--- src/rtl/mmio_sorter_pkg.sv ---
// Shared definitions for the memory-mapped sort accelerator: FSM states,
// register offsets within the block's address window, and register bit indices.
package mmio_sorter_pkg;

  typedef enum logic [1:0] {
    ST_IDLE = 2'd0,
    ST_SORT = 2'd1,
    ST_DONE = 2'd2
  } state_e;

  // Word offsets within the block's 28-bit offset space (addr_i[27:0]).
  localparam logic [27:0] CTRL_OFF   = 28'h0;
  localparam logic [27:0] STATUS_OFF = 28'h1;
  localparam logic [27:0] DATA_OFF   = 28'h10;

  // CTRL bits.
  localparam int CTRL_START_BIT = 0;
  localparam int CTRL_DESC_BIT  = 1;

  // STATUS bits (read side: busy/done/err; write side: done/err are clear strobes).
  localparam int STAT_BUSY_BIT = 0;
  localparam int STAT_DONE_BIT = 1;
  localparam int STAT_ERR_BIT  = 2;

endpackage

--- src/rtl/mmio_sorter_cmp_swap.sv ---
// Combinational compare-exchange for one adjacent element pair.
// lo_o is the value that belongs at the lower index after the exchange,
// hi_o the value for the higher index. Equal inputs are passed straight through.
module cmp_swap
  import mmio_sorter_pkg::*;
#(
  parameter int DATA_W = 32,
  parameter bit SIGNED = 1'b0
) (
  input  logic [DATA_W-1:0] a,
  input  logic [DATA_W-1:0] b,
  input  logic              desc,
  output logic [DATA_W-1:0] lo_o,
  output logic [DATA_W-1:0] hi_o
);

  logic a_gt_b;
  logic a_lt_b;
  logic swap;

  generate
    if (SIGNED) begin : g_signed
      assign a_gt_b = $signed(a) > $signed(b);
      assign a_lt_b = $signed(a) < $signed(b);
    end else begin : g_unsigned
      assign a_gt_b = a > b;
      assign a_lt_b = a < b;
    end
  endgenerate

  // Swap only on a strict ordering violation so equal elements never move.
  always_comb begin
    swap = desc ? a_lt_b : a_gt_b;
    lo_o = swap ? b : a;
    hi_o = swap ? a : b;
  end

endmodule

--- src/rtl/mmio_sorter.sv ---
// Memory-mapped odd-even transposition sorter. Software loads NUM_ELEM
// elements, writes CTRL.start, polls STATUS and reads the result in place.
// Bus semantics: wr_en_i is a single-cycle write strobe taken at the rising
// edge; every cycle the presented addr_i is decoded and data_o returns, one
// cycle later, the read value computed from pre-edge state. There is no
// back-pressure: writes that cannot be honoured are dropped and flag err.
module mmio_sorter
  import mmio_sorter_pkg::*;
#(
  parameter int          NUM_ELEM = 4,
  parameter int          DATA_W   = 32,
  parameter bit          SIGNED   = 1'b0,
  parameter logic [3:0]  BASE     = 4'h1
) (
  input  logic        clk_i,
  input  logic        rst_ni,
  input  logic        wr_en_i,
  input  logic [31:0] addr_i,
  input  logic [31:0] data_i,
  output logic [31:0] data_o,
  output logic        busy_o,
  output logic        done_o
);

  localparam logic [7:0] LAST_PASS = 8'(NUM_ELEM - 1);

  state_e            state_q, state_d;
  logic [DATA_W-1:0] elem_q [NUM_ELEM];
  logic [DATA_W-1:0] elem_d [NUM_ELEM];
  logic [7:0]        pass_cnt_q, pass_cnt_d;
  logic              desc_q, desc_d;
  logic              done_q, done_d;
  logic              err_q, err_d;
  logic [31:0]       rdata_q, rdata_d;

  // Pair outputs; slot NUM_ELEM-1 has no pair and is tied off.
  logic [DATA_W-1:0] lo_w [NUM_ELEM];
  logic [DATA_W-1:0] hi_w [NUM_ELEM];

  logic                sel;
  logic [27:0]         off;
  logic                ctrl_hit;
  logic                status_hit;
  logic [NUM_ELEM-1:0] data_hit;
  logic                busy;
  logic                wr_start;
  logic                wr_data;

  function automatic logic [31:0] extend(input logic [DATA_W-1:0] v);
    logic [31:0] r;
    r = (SIGNED && v[DATA_W-1]) ? '1 : '0;
    r[DATA_W-1:0] = v;
    return r;
  endfunction

  assign sel  = (addr_i[31:28] == BASE);
  assign off  = addr_i[27:0];
  assign busy = (state_q == ST_SORT);

  // Address decode for the block's own window.
  always_comb begin
    ctrl_hit   = sel && (off == CTRL_OFF);
    status_hit = sel && (off == STATUS_OFF);
    data_hit   = '0;
    for (int i = 0; i < NUM_ELEM; i++) begin
      data_hit[i] = sel && (off == (DATA_OFF + 28'(i)));
    end
    wr_start = wr_en_i && ctrl_hit && data_i[CTRL_START_BIT];
    wr_data  = wr_en_i && (|data_hit);
  end

  generate
    for (genvar k = 0; k < NUM_ELEM - 1; k++) begin : g_pair
      cmp_swap #(
        .DATA_W (DATA_W),
        .SIGNED (SIGNED)
      ) u_cmp_swap (
        .a    (elem_q[k]),
        .b    (elem_q[k+1]),
        .desc (desc_q),
        .lo_o (lo_w[k]),
        .hi_o (hi_w[k])
      );
    end
  endgenerate

  assign lo_w[NUM_ELEM-1] = '0;
  assign hi_w[NUM_ELEM-1] = '0;

  // Next-state: FSM, element array, pass counter and sticky flags.
  always_comb begin
    state_d    = state_q;
    elem_d     = elem_q;
    pass_cnt_d = pass_cnt_q;
    desc_d     = desc_q;
    done_d     = done_q;
    err_d      = err_q;

    // Clear strobes first so that a completion on the same edge wins.
    if (wr_en_i && status_hit && data_i[STAT_DONE_BIT]) done_d = 1'b0;

    case (state_q)
      ST_SORT: begin
        // Pass parity picks the even pairs (0,1),(2,3).. or odd pairs (1,2),(3,4)..
        for (int k = 0; k < NUM_ELEM - 1; k++) begin
          if (k[0] == pass_cnt_q[0]) begin
            elem_d[k]   = lo_w[k];
            elem_d[k+1] = hi_w[k];
          end
        end
        pass_cnt_d = pass_cnt_q + 8'd1;
        if (wr_data || wr_start) err_d = 1'b1;
        if (pass_cnt_q == LAST_PASS) begin
          state_d = ST_DONE;
          done_d  = 1'b1;
        end
      end
      default: begin
        // IDLE and DONE accept loads and starts alike.
        if (wr_en_i) begin
          for (int i = 0; i < NUM_ELEM; i++) begin
            if (data_hit[i]) elem_d[i] = data_i[DATA_W-1:0];
          end
        end
        if (wr_start) begin
          desc_d     = data_i[CTRL_DESC_BIT];
          pass_cnt_d = 8'd0;
          if (NUM_ELEM == 1) begin
            state_d = ST_DONE;
            done_d  = 1'b1;
          end else begin
            state_d = ST_SORT;
            done_d  = 1'b0;
          end
        end
      end
    endcase

    if (wr_en_i && status_hit && data_i[STAT_ERR_BIT]) err_d = 1'b0;
  end

  // Read mux from pre-edge state; registered into data_o.
  always_comb begin
    rdata_d = '0;
    if (ctrl_hit) begin
      rdata_d = {30'd0, desc_q, 1'b0};
    end else if (status_hit) begin
      rdata_d = {16'd0, pass_cnt_q, 5'd0, err_q, done_q, busy};
    end else begin
      for (int i = 0; i < NUM_ELEM; i++) begin
        if (data_hit[i]) rdata_d = extend(elem_q[i]);
      end
    end
  end

  // State registers with asynchronous active-low reset.
  always_ff @(posedge clk_i or negedge rst_ni) begin
    if (!rst_ni) begin
      state_q    <= ST_IDLE;
      for (int i = 0; i < NUM_ELEM; i++) elem_q[i] <= '0;
      pass_cnt_q <= 8'd0;
      desc_q     <= 1'b0;
      done_q     <= 1'b0;
      err_q      <= 1'b0;
      rdata_q    <= '0;
    end else begin
      state_q    <= state_d;
      elem_q     <= elem_d;
      pass_cnt_q <= pass_cnt_d;
      desc_q     <= desc_d;
      done_q     <= done_d;
      err_q      <= err_d;
      rdata_q    <= rdata_d;
    end
  end

  assign data_o = rdata_q;
  assign busy_o = busy;
  assign done_o = done_q;

endmodule

--- config.mk ---
export PLATFORM = sky130hd
export DESIGN_NAME = mmio_sorter
export DESIGN_NICKNAME = d
export VERILOG_FILES = /design/src/rtl/mmio_sorter_pkg.sv /design/src/rtl/mmio_sorter_cmp_swap.sv /design/src/rtl/mmio_sorter.sv
export SDC_FILE = /design/constraint.sdc
export NUM_CORES = 1
export LEC_CHECK = 0
export ABC_AREA = 1
export BUFFER_PORTS_ARGS = -buffer_cell sky130_fd_sc_hd__buf_2
export CORE_ASPECT_RATIO = 0.6
export CORE_MARGIN = 2
export CORE_UTILIZATION = 59
export DETAILED_ROUTE_END_ITERATION = 10
export PLACE_DENSITY = 0.82
export SLEW_MARGIN = 20
export SYNTH_ARGS = -nofsm -noshare
export SYNTH_HDL_FRONTEND = slang
export SYNTH_SLANG_ARGS = --single-unit
--- constraint.sdc ---
create_clock -name clk_i -period 4.5 [get_ports clk_i]
set_input_delay 0.45 -clock clk_i [delete_from_list [all_inputs] [get_ports clk_i]]
set_output_delay 0.45 -clock clk_i [all_outputs]
set_load 0.05 [all_outputs]
# --- After elaboration in Yosys (flattened, before gate mapping) ---
# Cells that the tools add are included.
word_totals:
  reg_bits: 173
  input_bits: 67
  out_inout_bits: 34
  word_cells: 99
classes:
  add_sub_neg: 1
  magnitude_cmp: 6
  n_eq_ne: 15
  n_mux: 36
  bitwise: 1
  n_reduce_logical: 30
ops:
  columns: ["op", "n"]
  rows:
  - ["two-way mux 32 bit", 16]
  - ["two-way mux 128 bit", 2]
  - ["two-way mux 64 bit", 3]
  - ["== test 28 x 5 -> 1 bit, second input constant", 4]
  - ["> comparator 32 bit", 3]
  - ["< comparator 32 bit", 3]
  - ["== test 28 x 1 -> 1 bit, second input constant", 1]
  - ["logical NOT 28 bit", 1]
  - ["two-way mux 8 bit", 2]
  - ["AND reduction 4 bit", 4]
  - ["nonzero test 2 bit", 8]
  - ["logical AND 1 bit", 12]
  - ["two-way mux 1 bit", 10]
  - ["adder 8 x 1 -> 8 bit, second input constant", 1]
  - ["== test 8 x 2 -> 1 bit, second input constant", 1]
  - ["two-way mux 2 bit", 3]
  - ["inequality test 2 x 1 -> 1 bit, second input constant", 3]
  - ["inequality test 3 x 1 -> 1 bit, second input constant", 2]
  - ["AND reduction 2 bit", 3]
  - ["== test 4 x 1 -> 1 bit, second input constant", 1]
  - ["OR reduction 4 bit", 1]
  - ["inequality test 3 x 2 -> 1 bit, second input constant", 1]
  - ["== test 2 x 1 -> 1 bit, second input constant", 1]
  - ["inequality test 2 bit, second input constant", 1]
  - ["other kinds (2)", 2]

# --- Longest topological paths before layout ---
depth:
  word_depth: 8
  depth_mapped: 20
  depth_no_buf: 19

# --- By module ---
# Synthesis repeated with hierarchy kept, for this count alone.
unflattened:
  cells_unflattened: 2448
  hier_area_um2: 16517.1
by_module_without_submodules:
  columns: ["mod", "instances", "cells_per_inst", "area_per_inst_um2", "seq_area_each_um2"]
  rows:
  - ["mmio_sorter", 1, 1374, 9696.8, 4329.2]
  - ["cmp_swap", 3, 358, 2273.4, 0.0]

# --- Worst setup path after synthesis ---
# Ideal clock, no wire load.
synth_timing:
  path_type: "reg2reg"
  start: "register elem_q[95] (netlist name)"
  end: "register elem_q[102] (netlist name)"
  t_arrival_ns: 1.900
  setup_slack_ns: 2.476
  path_stages_with_launch: 15
  path_buffers: 1
  path_cell_list: "dfrtp_1 > inv_1 > ha_1 > nand2_1 > nor2_1 > nand4_1 > nor4_1 > nand2_1 > nand2_1 > nand2_1 > nand2_1 > nand2_1 > nand2_4 > buf_6 > o21ai_2"
synth_via:
  elab_chain_cells: 4
  word_cells_on_any_way: 5
  classes_between: "order compare: 2; eq/ne: 1; mux: 1; reduce/logical: 1"
synth_lines:
  columns: ["element", "line", "text"]
  rows:
  - ["start: declaration", "mmio_sorter.sv:28", "logic [DATA_W-1:0] elem_q [NUM_ELEM];"]
  - ["start signal: assignment", "mmio_sorter.sv:168", "elem_q <= elem_d;"]
  - ["> comparator 32 bit or < comparator 32 bit (tied branches)", "mmio_sorter_cmp_swap.sv:26, mmio_sorter_cmp_swap.sv:27", null]
  - ["two-way mux 1 bit (*)", "mmio_sorter_cmp_swap.sv:33", "swap = desc ? a_lt_b : a_gt_b;"]
  - ["inequality test 2 x 1 -> 1 bit (no line) (*)", null, null]
  - ["AND reduction 4 bit (no line) (*)", null, null]
# Every way passes the cells marked *; elsewhere a longest branch is shown, timed or not.
# A chain may end at the register's enable or synchronous reset.

# --- Final worst setup path ---
layout_timing:
  start: "register state_q[1]"
  end: "register elem_q[42] (netlist name)"
layout_via:
  elab_chain_cells: 3
  word_cells_on_any_way: 7
  classes_between: "eq/ne: 3; mux: 1; reduce/logical: 3"
layout_lines:
  columns: ["element", "line", "text"]
  rows:
  - ["start: declaration", "mmio_sorter.sv:27", "state_e state_q, state_d;"]
  - ["start signal: assignment", "mmio_sorter.sv:167", "state_q <= state_d;"]
  - ["== test 2 x 1 -> 1 bit (*)", "mmio_sorter.sv:102", "case (state_q)"]
  - ["inequality test 3 x 1 -> 1 bit (no line), or another cell as far along", null, null]
  - ["AND reduction 4 bit (no line)", null, null]
# Marked as above.

==> metrics.md <==
| Metric | Value |
|---|---|
| Netlist cell types | `43` |
| Syn Nets | `1727` |
| Worst vdd ir | `0.000270 V` |
| Sequential power share | `48.5%` |
| Sequential fraction of the synthesis area | `36.5%` |
| Worst Hold Class | `input port to async pin` |
| Number of placement rows | `40` |
| Share of post-route cells with drive strength above 1 | `13.0%` |
| Wirelength per Cell | `18.9 µm` |
| Largest fanout on the critical path | `42` |
| Post-Place Setup Slack | `1030 ps` |
| Number of DRC markers after the initial detailed-route iteration | `1584` |
| Net count, final | `1781` |
| Required arrival time at the worst endpoint | `4830 ps` |
| Die Y-Extent | `114 µm` |
| Post-detail-place hpwl | `23700 µm` |
| Worst Skew | `13.7 ps` |
| Clock sink total | `173` |
| Path type of the worst setup path | `register to register` |
| Maximum capacitance violations | `0` |
| Num ports | `101` |
| Share of total power in combinational logic | `4.8%` |
| Clock slew at the register clock pins of the worst setup and hold paths | `70 ps` |
| Vias per cell | `6.09` |
| Data arrival, critical path | `3980 ps` |
| Mean instance size in the synthesized netlist | `7.60 µm²` |
| Residual DRC count | `0` |
| Number of buffers added by the clock tree synthesis step | `17` |
| P&R area growth vs syn | `9.10%` |
| Outcome | `complete, no violations` |
| R2r worst-path depth | `8` |
| Detailed Routing Iterations Pass 1 | `5` |
| Leakage | `6.60 nW` |
| Syn. warnings | `0` |
| Instance area at placement | `12400 µm²` |
| Clock latency on the worst-skew pair | `450 ps` |
| Measured slew at the worst slew-check pin | `1130 ps` |
| Most common cell after layout, fill and taps aside | `sky130_fd_sc_hd__nand2_1` |
| Final Cell Area | `13000 µm²` |
| Area enclosed by the die boundary | `21300 µm²` |
| Clock network fraction of total power | `46.8%` |
| Initial Util | `59.8%` |
| Final max-slew violation count | `0` |
| Highest-count cells in the layout ignoring fill and taps | `473 x sky130_fd_sc_hd__nand2_1, 173 x sky130_fd_sc_hd__dfrtp_1, 170 x sky130_fd_sc_hd__inv_1, 107 x sky130_fd_sc_hd__a21oi_1, 99 x sky130_fd_sc_hd__buf_2` |
| Largest net degree at the start of global routing | `88` |
| Final Hold Violating Endpoints | `0` |
| Area of the core | `19900 µm²` |
| Minimum clock period | `3650 ps` |
| Synth Register Bits | `173` |
| CTS tree | `yes` |
| GRT Residual Overflow | `0` |
| H-tree depth reported by CTS | `4` |
| Worst flop-to-flop path startpoint | `state_q[1]` |
| Global-route wire length before repair | `57600 µm` |
| Setup repair after global routing missed its margin | `false` |
| Drt total wl | `36100 µm` |
| Int Power | `0.00244 W` |
| R2r endpoint | `elem_q[42]` |
| Final-layout worst hold slack | `51.0 ps` |
| Period Utilization, post-route | `81.1%` |
| Startpoint type of the worst setup path | `register` |
| Final setup margin | `852 ps` |
| Via count of the first global-routing pass | `10800` |
| Power per standard cell area | `247 nW/µm²` |
| Die X | `187 µm` |
| Placer's final routability congestion estimate | `0.962` |
| Headroom to the max-slew limit | `24.4%` |
| Fmax | `274 MHz` |
| Sum of negative setup slack | `0 ps` |
| Number of gates resized after cts | `0` |
| Residual antenna-violating net count after detailed routing | `0` |
| Overall global routing resource usage | `34.6%` |
| Via count | `11600` |
| Share of total power consumed by net switching | `23.9%` |
| Number of antenna violations at the first check in global routing | `1` |
| Critical path capture point type | `register` |
| Root buf cell | `sky130_fd_sc_hd__clkbuf_16` |
| Number of buffers inserted for hold repair after clock tree synthesis | `0` |
| Input/output buffers | `100` |
| Switching power | `0.000765 W` |
| Count of final setup violators | `0` |
| Syn Inst Count | `1563` |
| Post-CTS setup buffers | `0` |
| CTS Buffer Depth | `2` |
| R2r setup slk | `850 ps` |
| Cell area after technology mapping | `11900 µm²` |
==> registers in the layout, summed over array words and instances (netlist names) <==
| name | flops |
|---|---|
| elem_q | 128 |
| data_o | 32 |
| pass_cnt_q | 8 |
| state_q | 2 |
| desc_q | 1 |
| done_o | 1 |
| err_q | 1 |
==> through the flow <==
step | utilization (%) | cells | power, W
final | 65.2 | 1904 | 0.00321
after global routing | 65.2 | 1903 | 0.00329
after CTS | 65.2 | 1903 | 0.00321
after detailed placement | 62.3 | 1871 | 0.00174
after global placement | 62.3 | 1871 | 0.00173
after floorplan | - | 1563 | 0.00165
==> synth_stat cells, drive strengths merged <==
cell	n	area [µm²]
nand3	53	293
o21a	6	45.0
a31oi	21	131
dfrtp	173	4330
ha	97	1210
nor3	10	75.1
nand3b	2	18.8
o211ai	15	113
clkbuf	28	105
o221ai	33	289
nor2	62	278
a21boi	22	165
nor4	2	12.5
o32ai	1	8.76
o21ai	161	941
nand4	41	257
clkinv	1	3.75
a21oi	110	577
nand2	479	1830
o21bai	3	22.5
o2111ai	11	96.3
inv	175	657
buf	53	380
o31ai	1	7.51
a21o	2	15.0
xor2	1	8.76
==> power by group through the flow <==
stage | clock [W] | sequential [W] | combinational [W]
finish | 0.00150 | 0.00155 | 0.000152
global route | 0.00157 | 0.00155 | 0.000172
CTS | 0.00150 | 0.00155 | 0.000152
detailed placement | 0 | 0.00158 | 0.000151
global placement | 0 | 0.00158 | 0.000149
floorplan | 0 | 0.00158 | 0.0000679
==> layer usage <==
metal | GRT usage [%] | part of all wire [%]
met1 | 50.6 | 44
met2 | 48.7 | 39
met3 | 11.5 | 14
met4 | 9.63 | 1.8
met5 | 0 | 0
==> critical path, stage by stage, from the launching register on <==
cell	delay, ps
sky130_fd_sc_hd__dfrtp_1	390
sky130_fd_sc_hd__nor2_2	560
sky130_fd_sc_hd__inv_2	640
sky130_fd_sc_hd__nand2_1	230
sky130_fd_sc_hd__nand2_1	170
sky130_fd_sc_hd__nand2_1	640
sky130_fd_sc_hd__nand3_4	610
sky130_fd_sc_hd__nand2_1	190
sky130_fd_sc_hd__nand2_1	80
==> worst max-delay path by stage <==
stage                           from           to  slack [ps]  depth (start not counted)
after floorplan           elem_q[95]  elem_q[102]        2480                         14
after global placement    state_q[1]   elem_q[44]        1150                          8
after detailed placement  state_q[1]   elem_q[36]        1030                          8
after CTS                 state_q[1]   elem_q[42]        1020                          8
after global routing      state_q[0]   elem_q[53]         660                          9
final                     state_q[1]   elem_q[42]         850                          8
==> cell type report <==
type,count,area (µm²)
timing repair buffer,116,639
antenna,1,2.50
clock buffer,23,498
tap,273,342
fill,1669,6910
inverter,176,661
multi-input combinational,1133,6400
sequential,173,4330
clock inverter,9,85.1
==> cells by family after synthesis <==
kind of cell | share of synthesized area [%]
AND/OR/NAND/NOR | 23.3
adder cells (fa/ha/maj) | 10.2
buffers and inverters | 9.65
AO/OA/AOI/OAI | 20.3
XOR/XNOR | 0.0738
flip-flops | 36.5
Power figures use the tool's default switching activity.
